**config.mk**
```make
export PLATFORM = sky130hd
export DESIGN_NAME = multi_delay_timer
export DESIGN_NICKNAME = d
export VERILOG_FILES = /design/src/rtl/multi_delay_timer.sv
export SDC_FILE = /design/constraint.sdc
export NUM_CORES = 1
export LEC_CHECK = 0
export ABC_AREA = 0
export BUFFER_PORTS_ARGS = -buffer_cell sky130_fd_sc_hd__buf_2
export CAP_MARGIN = 20
export CORE_ASPECT_RATIO = 1.4
export CORE_MARGIN = 2
export CORE_UTILIZATION = 55
export CTS_BUF_LIST = sky130_fd_sc_hd__clkbuf_4
export CTS_CLUSTER_DIAMETER = 60
export DETAILED_ROUTE_END_ITERATION = 16
export GPL_ROUTABILITY_DRIVEN = 1
export PLACE_DENSITY_LB_ADDON = 0.3
export SLEW_MARGIN = 15
export SYNTH_ARGS = -nofsm -noshare
export SYNTH_HDL_FRONTEND = slang
export SYNTH_SLANG_ARGS = --single-unit
```
**constraint.sdc**
```tcl
create_clock -name clk -period 5.3 [get_ports clk]
set_input_delay 1.06 -clock clk [delete_from_list [all_inputs] [get_ports clk]]
set_output_delay 1.06 -clock clk [all_outputs]
set_load 0.02 [all_outputs]
```
**src/rtl/multi_delay_timer.sv**
```systemverilog
// Multi-channel delay timer: per-channel one-shot / periodic / level-hold countdown FSMs.
// Optional shared count-tick prescaler enabled by defining MULTI_DELAY_TIMER_PRESCALE_EN.
module multi_delay_timer #(
  parameter int unsigned NUM_CH = 4,
  parameter int unsigned CNT_W  = 16
`ifdef MULTI_DELAY_TIMER_PRESCALE_EN
  ,
  parameter int unsigned PRE_W  = 8
`endif
) (
  input  logic                    clk,
  input  logic                    reset,
`ifdef MULTI_DELAY_TIMER_PRESCALE_EN
  input  logic [PRE_W-1:0]        prescale,
`endif
  input  logic [NUM_CH-1:0]       trigger,
  input  logic [NUM_CH-1:0]       cancel,
  input  logic [NUM_CH*CNT_W-1:0] delay_in,
  input  logic [2*NUM_CH-1:0]     mode_in,
  output logic [NUM_CH-1:0]       delayed_out,
  output logic [NUM_CH-1:0]       busy,
  output logic [NUM_CH-1:0]       done
);

  localparam logic [1:0] S_IDLE  = 2'd0;
  localparam logic [1:0] S_COUNT = 2'd1;
  localparam logic [1:0] S_HOLD  = 2'd2;

  localparam logic [1:0] M_PERIODIC = 2'b01;
  localparam logic [1:0] M_HOLD     = 2'b10;

  logic [1:0]       state_q [NUM_CH];
  logic [1:0]       state_d [NUM_CH];
  logic [CNT_W-1:0] cnt_q   [NUM_CH];
  logic [CNT_W-1:0] cnt_d   [NUM_CH];
  logic [CNT_W-1:0] dly_q   [NUM_CH];
  logic [CNT_W-1:0] dly_d   [NUM_CH];
  logic [1:0]       mode_q  [NUM_CH];
  logic [1:0]       mode_d  [NUM_CH];
  logic [NUM_CH-1:0] out_d, busy_d, done_d;
  logic             tick;

`ifdef MULTI_DELAY_TIMER_PRESCALE_EN
  logic [PRE_W-1:0] pre_q;

  // >= rather than == so that lowering prescale mid-run cannot strand the counter above it
  assign tick = (pre_q >= prescale);

  always_ff @(posedge clk or posedge reset) begin
    if (reset) pre_q <= '0;
    else       pre_q <= tick ? '0 : pre_q + PRE_W'(1);
  end
`else
  assign tick = 1'b1;
`endif

  always_comb begin
    state_d = state_q;
    cnt_d   = cnt_q;
    dly_d   = dly_q;
    mode_d  = mode_q;
    out_d   = delayed_out;
    done_d  = '0;
    busy_d  = '0;
    for (int unsigned i = 0; i < NUM_CH; i++) begin
      if (cancel[i]) begin
        state_d[i] = S_IDLE;
        cnt_d[i]   = '0;
        out_d[i]   = 1'b0;
      end else if (trigger[i]) begin
        // a trigger also overrides an expiry due on this same edge, so no done pulse
        dly_d[i]   = delay_in[i*CNT_W +: CNT_W];
        mode_d[i]  = mode_in[2*i +: 2];
        cnt_d[i]   = delay_in[i*CNT_W +: CNT_W];
        out_d[i]   = 1'b0;
        state_d[i] = S_COUNT;
      end else begin
        case (state_q[i])
          S_COUNT: begin
            if (tick) begin
              if (cnt_q[i] != '0) begin
                cnt_d[i] = cnt_q[i] - CNT_W'(1);
              end else begin
                done_d[i] = 1'b1;
                case (mode_q[i])
                  M_PERIODIC: begin
                    out_d[i] = ~delayed_out[i];
                    cnt_d[i] = dly_q[i];
                  end
                  M_HOLD: begin
                    out_d[i]   = 1'b1;
                    state_d[i] = S_HOLD;
                  end
                  default: begin
                    out_d[i]   = 1'b1;
                    state_d[i] = S_IDLE;
                  end
                endcase
              end
            end
          end
          S_HOLD:  out_d[i] = 1'b1;
          default: begin
            state_d[i] = S_IDLE;
            out_d[i]   = 1'b0;
          end
        endcase
      end
      busy_d[i] = (state_d[i] != S_IDLE);
    end
  end

  always_ff @(posedge clk or posedge reset) begin
    if (reset) begin
      for (int unsigned i = 0; i < NUM_CH; i++) begin
        state_q[i] <= S_IDLE;
        cnt_q[i]   <= '0;
        dly_q[i]   <= '0;
        mode_q[i]  <= '0;
      end
      delayed_out <= '0;
      busy        <= '0;
      done        <= '0;
    end else begin
      for (int unsigned i = 0; i < NUM_CH; i++) begin
        state_q[i] <= state_d[i];
        cnt_q[i]   <= cnt_d[i];
        dly_q[i]   <= dly_d[i];
        mode_q[i]  <= mode_d[i];
      end
      delayed_out <= out_d;
      busy        <= busy_d;
      done        <= done_d;
    end
  end

endmodule

```
# Word-level counts from Yosys, hierarchy flattened
# Index checks and enable logic that the tools add are counted.
[classes]
mux = 76
addsub = 4
n_eq_ne = 20
bitwise_logic = 8
n_reduce_logical = 24
[ops]
columns = ["cell", "count"]
rows = [
  ["2-to-1 mux 16 bit", 20],
  ["nonzero test 16 bit", 4],
  ["subtractor 16 x 1 -> 16 bit, second input constant", 4],
  ["2-to-1 mux 1 bit", 32],
  ["one-hot mux 2 bit (2 select lines)", 8],
  ["2-to-1 mux 2 bit", 12],
  ["== test 2 x 1 -> 1 bit, second input constant", 8],
  ["== test 2 bit, second input constant", 8],
  ["!= test 4 bit, second input constant", 4],
  ["AND reduction 2 bit", 8],
  ["nonzero test 4 bit", 4],
  ["nonzero test 3 bit", 4],
  ["inverter 1 bit", 8],
  ["one-hot mux 1 bit (2 select lines)", 4],
  ["nonzero test 2 bit", 4],
]
[word_totals]
in_bits = 82
reg_bits = 156

# Logic depth before layout (Yosys ltp)
[depth]
word_depth = 7
depth_mapped = 9
depth_no_buf = 7

# Worst setup path after synthesis
# OpenSTA, ideal clock, no wires.
[synth_path]
kind = "input -> register"
startpoint = "input cancel[2]"
endpoint = "register cnt_q[29] (netlist bit)"
required_ps = 5179
arrival_time_ps = 2566
path_stages = 7
setup_slack_ps = 2613
n_path_buf = 2
setup_ps = 121
cell_sequence = "or2_2 > clkbuf_1 > or3_1 > o22ai_1 > buf_2 > a31oi_1 > o22a_1"
[synth_via]
elab_chain_len = 2
[synth_lines]
columns = ["element", "line_no", "rtl"]
rows = [
  ["start: declaration", "17", "input logic [NUM_CH-1:0] cancel,"],
  ["nonzero test 4 bit (no source line) or nonzero test 3 bit (tied branches)", "n/a", ""],
  ["AND reduction 2 bit (no source line)", "n/a", ""],
  ["end signal: indexed assignment", "127", "cnt_q[i] <= cnt_d[i];"],
  ["end: declaration", "34", "logic [CNT_W-1:0] cnt_q [NUM_CH];"],
]
# Several ways; a longest one is shown, not always the timed one.
# A chain may end at the register's enable or synchronous reset.

# Final worst setup path
[layout_path]
startpoint = "register cnt_q[18] (netlist bit)"
endpoint = "register cnt_q[29] (netlist bit)"
[layout_via]
elab_chain_len = 5
[layout_lines]
columns = ["element", "line_no", "rtl"]
rows = [
  ["subtractor 16 x 1 -> 16 bit or nonzero test 16 bit (tied branches)", "82, 81", ""],
  ["2-to-1 mux 16 bit", "81", "if (cnt_q[i] != '0) begin"],
  ["2-to-1 mux 16 bit", "78", "case (state_q[i])"],
  ["2-to-1 mux 16 bit", "70", "end else if (trigger[i]) begin"],
  ["2-to-1 mux 16 bit", "66", "if (cancel[i]) begin"],
]
# Several ways; a longest one is shown, not always the timed one. The select of a mux whose other input is x is not followed.

==> results_dict.tcl <==
set metrics [dict create \
    antenna_found_initial 1 \
    synth_edf_count 0 \
    fmax_ghz 0.290 \
    hold_path.class "reg2reg" \
    arrival_ps 3920 \
    fin_crit_ps 3450 \
    cp_cell_sequence "or4_1 -> or4_1 -> o22ai_1 -> buf_4 -> a31oi_1 -> o22a_1" \
    dp_hpwl_mm 14.5 \
    finClkSkew_ps 26.4 \
    p_comb_share_pct 23.4 \
    syn_to_final_growth_pct 9.23 \
    vias_per_cell 5.98 \
    clock-sinks 156 \
    worstMarginPinSlew_ps 1130 \
    core_um2 15700 \
    cts-root-buf "clkbuf_4" \
    cts_tree "done" \
    clkPwrFrac_pct 26.0 \
    ir_worst_vdd_v 0.000221 \
    netlist_area_um2 8840 \
    drc 0 \
    cts_made_buffers 17 \
    rr_endpoint "cnt_q[29]" \
    gp_congestion 0.839 \
    ioPinCount 94 \
    highest_layer "met4" \
    fin_area_um2 9660 \
    period_share_pct 65.2 \
    drive_gt1_share_pct 14.9 \
    wl_per_cell_um 16.2 \
    power.leakage_nw 4.59 \
    max_slew_margin_pct 23.7 \
    syn_area_per_cell_um2 8.70 \
    crit_path_start_kind "flop" \
    drt_iter0_markers 476 \
    hold_violations 0 \
    clock_latency_ps 580 \
    crit_top_cell "or4_1" \
    post-place-cells 1259 \
    r2r-start "cnt_q[18]" \
    path_max_fanout 19 \
    synthTopCellsByArea "dfrtp_1 44%, nand2_1 10%, ha_1 3.4%, o21ai_0 2.9%, nor2_1 2.5%" \
    ys_seq_elements 156 \
    cts_hold_buf 0 \
    clk_path_buf_depth 2 \
    switching_share_pct 33.3 \
    switching_power_w 0.000934 \
    die_w_um 111 \
    routed_wl_mm 21.0 \
    totalPowerFinal_w 0.00280 \
    timing_worst_setup_path_type "reg2reg" \
    synth_seq_area_share_pct 44.2 \
    synth_top_cell_by_area "dfrtp_1" \
    dieArea_um2 17100 \
    rsz0062_at_grt "false" \
    whs_endpoint "dly_q[2]" \
    postCtsSetupBuffers 0 \
    synth_warnings 0 \
    met1_length_mm 8.81 \
    firstDrtPassIters 5 \
    hold_ws_ps 490 \
    grt_use_total_pct 25.8 \
    die_y_um 154 \
    end_kind "flop" \
    vias 7725 \
    syn_nets 1122 \
    start_util_pct 56.4 \
    ant_nets 0 \
    final_nets 1188 \
    rr_worst_depth 6 \
    yosysUniqueCellTypes 76 \
    syn-instance-count 1016 \
    clk_pin_slew_ps 130 \
    power.internal_w 0.00187 \
    postCtsResizedCells 0 \
    grt_max_degree 83 \
    grt_pass1_wl_mm 36.6 \
    cap_violations 0 \
    status "complete, no violations" \
    instances_no_fill 1292 \
    pwr-share-seq_pct 50.6 \
    powerDensity_nw_per_um2 290 \
    hp-start "dly_q[2]" \
    synth_most_common_cell "nand2_1" \
    place_area_um2 9380 \
    met2_length_mm 10.7 \
    placementRows 54 \
    cp_slowest_cell "o22ai_1" \
    r2r_slack_ps 1850 \
    slew_violations 0 \
    wl_met3_mm 1.05 \
    grt_overflow 0 \
    cp.required_ps 5760 \
    htree_levels 4 \
    worst_hold_path.num_cells 2 \
    setup_viol 0 \
    synth_top_flop_cell "dfrtp_1" \
    slowest_delay_ps 800 \
    synthArstFlopShare_pct 100 \
    synth_common_cells "240 x nand2_1, 156 x dfrtp_1, 59 x nor2_1, 51 x o21ai_0, 45 x inv_1" \
    synth_top_area_share_pct 44.2 \
    grt_pass1_vias 7679 \
    io_buffers 93 \
    finalSetupTns_ps 0 \
]
[metrics by stage]
| step | worst slack, ps | utilization (%) |
|---|---|---|
| 3_3_place_gp | 1910 | 59.8 |
| 3_5_place_dp | 1830 | 59.8 |
| 6_report | 1850 | 61.6 |
| 5_1_grt | 1590 | 61.6 |
| 4_1_cts | 1840 | 61.6 |
| 2_1_floorplan | 33.5 | - |
[routing by layer]
layer | global-route usage (%) | vias to the layer above
li1 | - | 3744
met1 | 32.4 | 3717
met2 | 44.4 | 226
met3 | 4.81 | 38
met4 | 9.58 | 0
met5 | 0 | -
[placed cells by master, fill, tap and decap left out, drive strengths merged, types with 14 or more instances in the layout]
master and count:
clkbuf 21, buf 103, nand3 17, mux2i 14, a31oi 17, nor3 39, nor2 59, inv 46
dfrtp 156, a21oi 35, xor2 16, ha 24, nand2 241, nor4 18, o21ai 53, o211ai 20
[worst max-delay path by stage]
stage | start | slack [ps] | end
2_1_floorplan | reset | 30 | busy[0]
3_3_place_gp | cnt_q[18] | 1910 | cnt_q[29]
3_5_place_dp | cnt_q[18] | 1830 | cnt_q[29]
4_1_cts | cnt_q[18] | 1840 | cnt_q[29]
5_1_grt | cnt_q[18] | 1590 | cnt_q[29]
6_report | cnt_q[18] | 1850 | cnt_q[29]
[sequential cells by signal, summed over array words and instances, names as in the netlist]
signal	flops
busy	4
cnt_q	64
delayed_out	4
dly_q	64
done	4
mode_q	8
state_q	8
[cell type report]
| cell class | count | area (um^2) |
|---|---|---|
| Clock buffer | 21 | 158 |
| Fill cell | 1403 | 6020 |
| Clock inverter | 11 | 120 |
| Sequential cell | 156 | 3900 |
| Timing Repair Buffer | 103 | 541 |
| Inverter | 46 | 178 |
| Tap cell | 196 | 245 |
| Antenna cell | 1 | 2.50 |
| Multi-Input combinational cell | 758 | 4510 |
[worst max-delay path: cells and delay by family, from the launching register on]
kind	cells	cell delay (ps)
AND/OR/NAND/NOR	2	1480
buffers and inverters	1	330
AO/OA/AOI/OAI	3	1100
flip-flops	1	450
[cells by family after synthesis]
| family | count (synthesis) | synth area share, % |
|---|---|---|
| simple gates | 454 | 23.8 |
| buf+inv | 102 | 4.84 |
| flops | 156 | 44.2 |
| xor+xnor | 29 | 2.87 |
| mux | 15 | 1.71 |
| compound gates | 236 | 19.2 |
| fa+ha+maj | 24 | 3.40 |
[power by group through the flow]
stage               combinational, W  sequential [W]  clock, W
finish                      0.000655         0.00142  0.000730
global route                0.000748         0.00144  0.000795
CTS                         0.000654         0.00142  0.000750
detailed placement          0.000650         0.00144         0
global placement            0.000636         0.00143         0
floorplan                   0.000516         0.00141         0
Power figures use the tool's default switching activity.
